===== src/rtl/fp32_maxmin_reduce_seq.sv =====
// Sequencer that folds a stream of FP32 elements through an external max/min
// comparator, one (accumulator, element) pair at a time, and returns one result per vector.
module fp32_maxmin_reduce_seq #(
    parameter int unsigned LEN_W       = 16,
    parameter int unsigned CMP_TIMEOUT = 8
) (
    input  logic             clk,
    input  logic             rstn,
    input  logic             i_start,
    input  logic [LEN_W-1:0] i_len,
    input  logic             i_is_max,
    input  logic             s_valid,
    output logic             s_ready,
    input  logic [31:0]      s_data,
    output logic             cmp_valid,
    output logic             cmp_is_max,
    output logic [31:0]      cmp_a,
    output logic [31:0]      cmp_b,
    input  logic             cmp_res_valid,
    input  logic [31:0]      cmp_res,
    output logic             o_valid,
    input  logic             o_ready,
    output logic [31:0]      o_result,
    output logic             o_nan,
    output logic             o_err,
    output logic             o_busy
);

    localparam int unsigned TMO_W = (CMP_TIMEOUT < 2) ? 1 : $clog2(CMP_TIMEOUT + 1);

    typedef enum logic [2:0] {
        S_IDLE,
        S_FIRST,
        S_WAIT_ELEM,
        S_WAIT_RES,
        S_DONE
    } state_e;

    state_e             state_q, state_d;
    logic [LEN_W-1:0]   len_q, len_d;
    logic [LEN_W-1:0]   cnt_q, cnt_d;
    logic [31:0]        acc_q, acc_d;
    logic [TMO_W-1:0]   tmo_q, tmo_d;
    logic               nan_q, nan_d;
    logic               err_q, err_d;
    logic               cmp_valid_q, cmp_valid_d;
    logic               cmp_is_max_q, cmp_is_max_d;
    logic [31:0]        cmp_a_q, cmp_a_d;
    logic [31:0]        cmp_b_q, cmp_b_d;
    logic               o_valid_q, o_valid_d;
    logic [31:0]        res_q, res_d;
    logic               s_ready_q, s_ready_d;
    logic               busy_q, busy_d;

    logic               s_hs;
    logic [LEN_W-1:0]   cnt_inc;
    logic [TMO_W-1:0]   tmo_inc;

    function automatic logic is_nan(input logic [31:0] v);
        return (v[30:23] == 8'hFF) && (v[22:0] != '0);
    endfunction

    assign s_hs    = s_valid && s_ready_q;
    assign cnt_inc = cnt_q + LEN_W'(1);
    assign tmo_inc = tmo_q + TMO_W'(1);

    always_comb begin
        state_d      = state_q;
        len_d        = len_q;
        cnt_d        = cnt_q;
        acc_d        = acc_q;
        tmo_d        = tmo_q;
        nan_d        = nan_q;
        err_d        = err_q;
        cmp_valid_d  = 1'b0;
        cmp_is_max_d = cmp_is_max_q;
        cmp_a_d      = cmp_a_q;
        cmp_b_d      = cmp_b_q;
        res_d        = res_q;

        unique case (state_q)
            S_IDLE: begin
                if (i_start) begin
                    len_d        = i_len;
                    cmp_is_max_d = i_is_max;
                    nan_d        = 1'b0;
                    err_d        = 1'b0;
                    if (i_len == '0) begin
                        err_d   = 1'b1;
                        res_d   = '0;
                        state_d = S_DONE;
                    end else begin
                        state_d = S_FIRST;
                    end
                end
            end
            S_FIRST: begin
                if (s_hs) begin
                    acc_d = s_data;
                    cnt_d = LEN_W'(1);
                    if (is_nan(s_data)) nan_d = 1'b1;
                    if (len_q == LEN_W'(1)) begin
                        res_d   = s_data;
                        state_d = S_DONE;
                    end else begin
                        state_d = S_WAIT_ELEM;
                    end
                end
            end
            S_WAIT_ELEM: begin
                if (s_hs) begin
                    cmp_a_d     = acc_q;
                    cmp_b_d     = s_data;
                    cmp_valid_d = 1'b1;
                    tmo_d       = '0;
                    state_d     = S_WAIT_RES;
                end
            end
            S_WAIT_RES: begin
                // A result arriving on the timeout cycle still wins over the abort.
                if (cmp_res_valid) begin
                    acc_d = cmp_res;
                    cnt_d = cnt_inc;
                    if (cmp_res == '1) nan_d = 1'b1;
                    if (cnt_inc == len_q) begin
                        res_d   = cmp_res;
                        state_d = S_DONE;
                    end else begin
                        state_d = S_WAIT_ELEM;
                    end
                end else begin
                    tmo_d = tmo_inc;
                    if (tmo_inc == TMO_W'(CMP_TIMEOUT)) begin
                        err_d   = 1'b1;
                        res_d   = acc_q;
                        state_d = S_DONE;
                    end
                end
            end
            S_DONE: begin
                if (o_valid_q && o_ready) state_d = S_IDLE;
            end
            default: state_d = S_IDLE;
        endcase

        // Handshake-facing outputs are registered, so they follow the next state.
        s_ready_d = (state_d == S_FIRST) || (state_d == S_WAIT_ELEM);
        o_valid_d = (state_d == S_DONE);
        busy_d    = (state_d != S_IDLE);
    end

    always_ff @(posedge clk or negedge rstn) begin
        if (!rstn) begin
            state_q      <= S_IDLE;
            len_q        <= '0;
            cnt_q        <= '0;
            acc_q        <= '0;
            tmo_q        <= '0;
            nan_q        <= 1'b0;
            err_q        <= 1'b0;
            cmp_valid_q  <= 1'b0;
            cmp_is_max_q <= 1'b0;
            cmp_a_q      <= '0;
            cmp_b_q      <= '0;
            o_valid_q    <= 1'b0;
            res_q        <= '0;
            s_ready_q    <= 1'b0;
            busy_q       <= 1'b0;
        end else begin
            state_q      <= state_d;
            len_q        <= len_d;
            cnt_q        <= cnt_d;
            acc_q        <= acc_d;
            tmo_q        <= tmo_d;
            nan_q        <= nan_d;
            err_q        <= err_d;
            cmp_valid_q  <= cmp_valid_d;
            cmp_is_max_q <= cmp_is_max_d;
            cmp_a_q      <= cmp_a_d;
            cmp_b_q      <= cmp_b_d;
            o_valid_q    <= o_valid_d;
            res_q        <= res_d;
            s_ready_q    <= s_ready_d;
            busy_q       <= busy_d;
        end
    end

    assign s_ready    = s_ready_q;
    assign cmp_valid  = cmp_valid_q;
    assign cmp_is_max = cmp_is_max_q;
    assign cmp_a      = cmp_a_q;
    assign cmp_b      = cmp_b_q;
    assign o_valid    = o_valid_q;
    assign o_result   = res_q;
    assign o_nan      = nan_q;
    assign o_err      = err_q;
    assign o_busy     = busy_q;

endmodule


===== config.mk =====
export PLATFORM = sky130hd
export DESIGN_NAME = fp32_maxmin_reduce_seq
export DESIGN_NICKNAME = d
export VERILOG_FILES = /design/src/rtl/fp32_maxmin_reduce_seq.sv
export SDC_FILE = /design/constraint.sdc
export NUM_CORES = 1
export LEC_CHECK = 0
export CAP_MARGIN = 20
export CORE_MARGIN = 2
export CORE_UTILIZATION = 29
export CTS_CLUSTER_SIZE = 30
export DETAILED_ROUTE_END_ITERATION = 10
export PLACE_DENSITY = 0.62
export SLEW_MARGIN = 20
export SYNTH_ARGS = -nofsm -noshare
export SYNTH_HDL_FRONTEND = slang
export SYNTH_SLANG_ARGS = --single-unit
export TNS_END_PERCENT = 5

===== constraint.sdc =====
create_clock -name clk -period 4.1 [get_ports clk]
set_input_delay 1.23 -clock clk [delete_from_list [all_inputs] [get_ports clk]]
set_output_delay 1.23 -clock clk [all_outputs]
set_load 0.02 [all_outputs]

==> out/summary.txt <==
Die area - 0.0306 sq mm
Post-synth cell types - 51
Crit path kind - flip-flop to flip-flop
Vias in the first global route - 6809
Worst R2R Start - cnt_q[4]$_DFFE_PN0P_
Routed vias - 6625
VDD IR max - 0.342 mV
Slowest stage delay, CP - 0.82 ns
Placed insts - 1304
WP data required - 4.46 ns
Worst Path Max Fanout - 32
Setup Skew - 0.0143 ns
Total track usage - 0.167
Slowest CP cell - o21bai_4
Reg-to-reg endpoint - o_result[12]$_DFFE_PN0P_
Clk pwr share - 0.192
Area delta synth->final - 33.2%
Clock Latency Late Sink - 0.43 ns
Hold Path End - o_nan$_DFFE_PN0P_
Initial Utilization - 0.295
Area occupied by multi-input gates - 0.00381 sq mm
Maximum clock rate - 306 MHz
Worst Hold Class - flip-flop to flip-flop
Routed Wire Length - 25.1 mm
Switching Share - 0.380
Count leader, synth - dfrtp_1
Post-CTS Setup Inserts - 0
Number of synthesized register bits - 174
Post-Syn Instances - 774
Reg2Reg Depth - 7
Die Y-Extent - 175 microns
Total iterations of the first detailed-routing run - 4
# rows - 62
Register share of total power - 0.358
RSZ-0062 raised after global routing - no
Post-route minimum period - 3.27 ns
Final Hold Viols - 0
CTS Root Cell - clkbuf_16
Post_cts resized - 0
Die Width - 175 microns
Post-route worst setup slack - 0.828 ns
Layout fillers - 2818
Crit-path leading delay family - simple AND/OR/NAND/NOR gates
Status - finished, final reports clean
Port Buf Inserts - 189
Htree depth - 4
Worst hold start - o_nan$_DFFE_PN0P_
Combinational share of power - 0.450
CP Buf/Inv Count - 0
Largest net degree at the start of global routing - 71
Commonest cells in the netlist - dfrtp_1 (174), nand2_1 (83), mux2_2 (81)
Max Buffers Root-to-Sink - 2
Storage element area - 0.00436 sq mm
Hold buffers post-CTS - 0
Pwr Density - 738 mW/mm^2
Net Count, Synth - 863
Cell taking the most area after synthesis - dfrtp_1
Top post-synthesis cells by area - dfrtp_1 (51%), mux2_2 (11%), mux2i_1 (6.9%), o21ai_0 (4.4%), a22o_1 (3.7%)
WHS Path Cells - 2
Synth async-reset ratio - 1.00
Final Non-Filler Cells - 1336
Placer Congestion - 0.872
Critical path arrival - 3.63 ns
Register-to-register path setup slack - 0.83 ns
Drt drc - 0
NumNets Final - 1028
Synth Flop Type - dfrtp_1
Final slew viol count - 0
Antenna Nets Post-Route - 0
Measured slew at the worst slew-check pin - 1.02 ns
YS warnings - 0
Pleak - 4.82 nW
Via/cell ratio - 4.96
Post-synth top area share - 0.514
Initial antenna violation count - 0
MaxCap Viol Count - 0
Hpwl dp - 17.6 mm
Core ar. - 0.0287 sq mm
Wire per inst - 18.8 microns
Mapped cell area - 0.00847 sq mm
Net load switching power - 3.17 mW
I/O pins - 190
Clock-pin slew on the worst setup and hold paths - 0.07 ns
Inserted Clock Buffers - 17
CTS Sinks - 174
Antenna diodes - 0
EDFF count, synth - 0
Layout cells sized above 1 - 0.148
Internal Pwr Total - 5.16 mW
Worst setup SP type - flip-flop
Total grt overflow - 0
Avg Synthesized Cell Area - 10.9 sq um
CP Cell Sequence - nand4_2 -> nor4_1 -> xnor2_1 -> a2111oi_2 -> and4_1 -> o21bai_4 -> a22o_1
Final Cycle Share - 0.798
Element type at the critical path end - flip-flop
Pre-CTS setup slack - 0.502 ns
Setup TNS - 0 ns
Post-synthesis sequential area ratio - 0.514
First-pass GRT wire length - 40.0 mm
DRT iter0 DRCs - 452
Max_slew headroom - 0.316
CTS tree - yes
Setup-failing EPs final - 0
[power by group through the flow]
stage / registers (mW) / logic, mW / clock network (mW)
finish: 2.99 / 3.75 / 1.60
global route: 3.09 / 4.05 / 1.72
CTS: 2.99 / 3.79 / 1.65
detailed placement: 3.02 / 3.78 / 0
global placement: 3.00 / 3.73 / 0
floorplan: 3.42 / 1.76 / 0
[routing by layer]
| metal | track usage | wire length, microns | vias to the layer above |
|---|---|---|---|
| met4 | 0.0458 | 344 | 0 |
| met2 | 0.273 | 11800 | 194 |
| met1 | 0.223 | 11400 | 3269 |
| li1 | - | - | 3148 |
| met5 | 0 | 0 | - |
| met3 | 0.0392 | 1450 | 14 |
[state kept, by name (all words and copies together) (netlist names)]
signal      cells
state_q         3
cmp_valid       1
cmp_a          32
cmp_b          32
acc_q          32
o_nan           1
o_valid         1
s_ready         1
o_err           1
o_result       32
len_q          16
tmo_q           4
o_busy          1
cnt_q          16
cmp_is_max      1
[area by class of cell]
type | count | share of cell area
clock inverters | 13 | 0.0116
inverters | 17 | 0.00565
repair buffers | 201 | 0.178
multi-input cells | 528 | 0.337
flip-flops and latches | 174 | 0.386
well taps | 384 | 0.0426
clock buffers | 19 | 0.0392
[cell families after synthesis]
logic type | after synthesis | synth area share
compound gates | 174 | 0.135
fa+ha+maj | 2 | 0.00295
simple gates | 187 | 0.106
flops | 174 | 0.514
buf+inv | 72 | 0.0397
xor+xnor | 26 | 0.0269
mux | 139 | 0.176
[placed cells by master, fill, tap and decap left out, types with 17 or more instances in the layout]
cell type,count
nor4_1,18
inv_1,17
nor2_1,33
xnor2_1,22
a21oi_1,19
clkbuf_16,17
mux2_2,81
nand2_1,82
clkdlybuf4s50_1,187
mux2i_1,58
dfrtp_1,173
a22o_1,36
o21ai_0,74
[tightest hold or removal path, stage by stage, from the launching register on]
cell	delay (ns)
dfrtp_1	0.34
nand2_1	0.05
nand3_1	0.07
[worst max-delay path by stage]
| stage | endpoint | cells after the start | start |
|---|---|---|---|
| after floorplan | cmp_b[0]$_DFFE_PN0P_ | 5 | s_valid |
| after global placement | o_result[2]$_DFFE_PN0P_ | 7 | i_len[10] |
| after detailed placement | o_result[13]$_DFFE_PN0P_ | 7 | i_len[1] |
| after CTS | o_result[12]$_DFFE_PN0P_ | 7 | cnt_q[4]$_DFFE_PN0P_ |
| after global routing | o_result[6]$_DFFE_PN0P_ | 7 | cnt_q[4]$_DFFE_PN0P_ |
| final | o_result[12]$_DFFE_PN0P_ | 7 | cnt_q[4]$_DFFE_PN0P_ |
[through the flow]
| stage | utilization | area [sq um] | hold slack (ns) | total power [mW] |
|---|---|---|---|---|
| detailed placement | 0.373 | 10700 | 0.490 | 6.80 |
| global placement | 0.373 | 10700 | 0.484 | 6.73 |
| finish | 0.393 | 11300 | 0.500 | 8.33 |
| CTS | 0.393 | 11300 | 0.508 | 8.43 |
| global route | 0.393 | 11300 | 0.516 | 8.87 |
| floorplan | - | 8470 | 0.464 | 5.18 |
No activity file was read; power rests on OpenSTA's default activity.
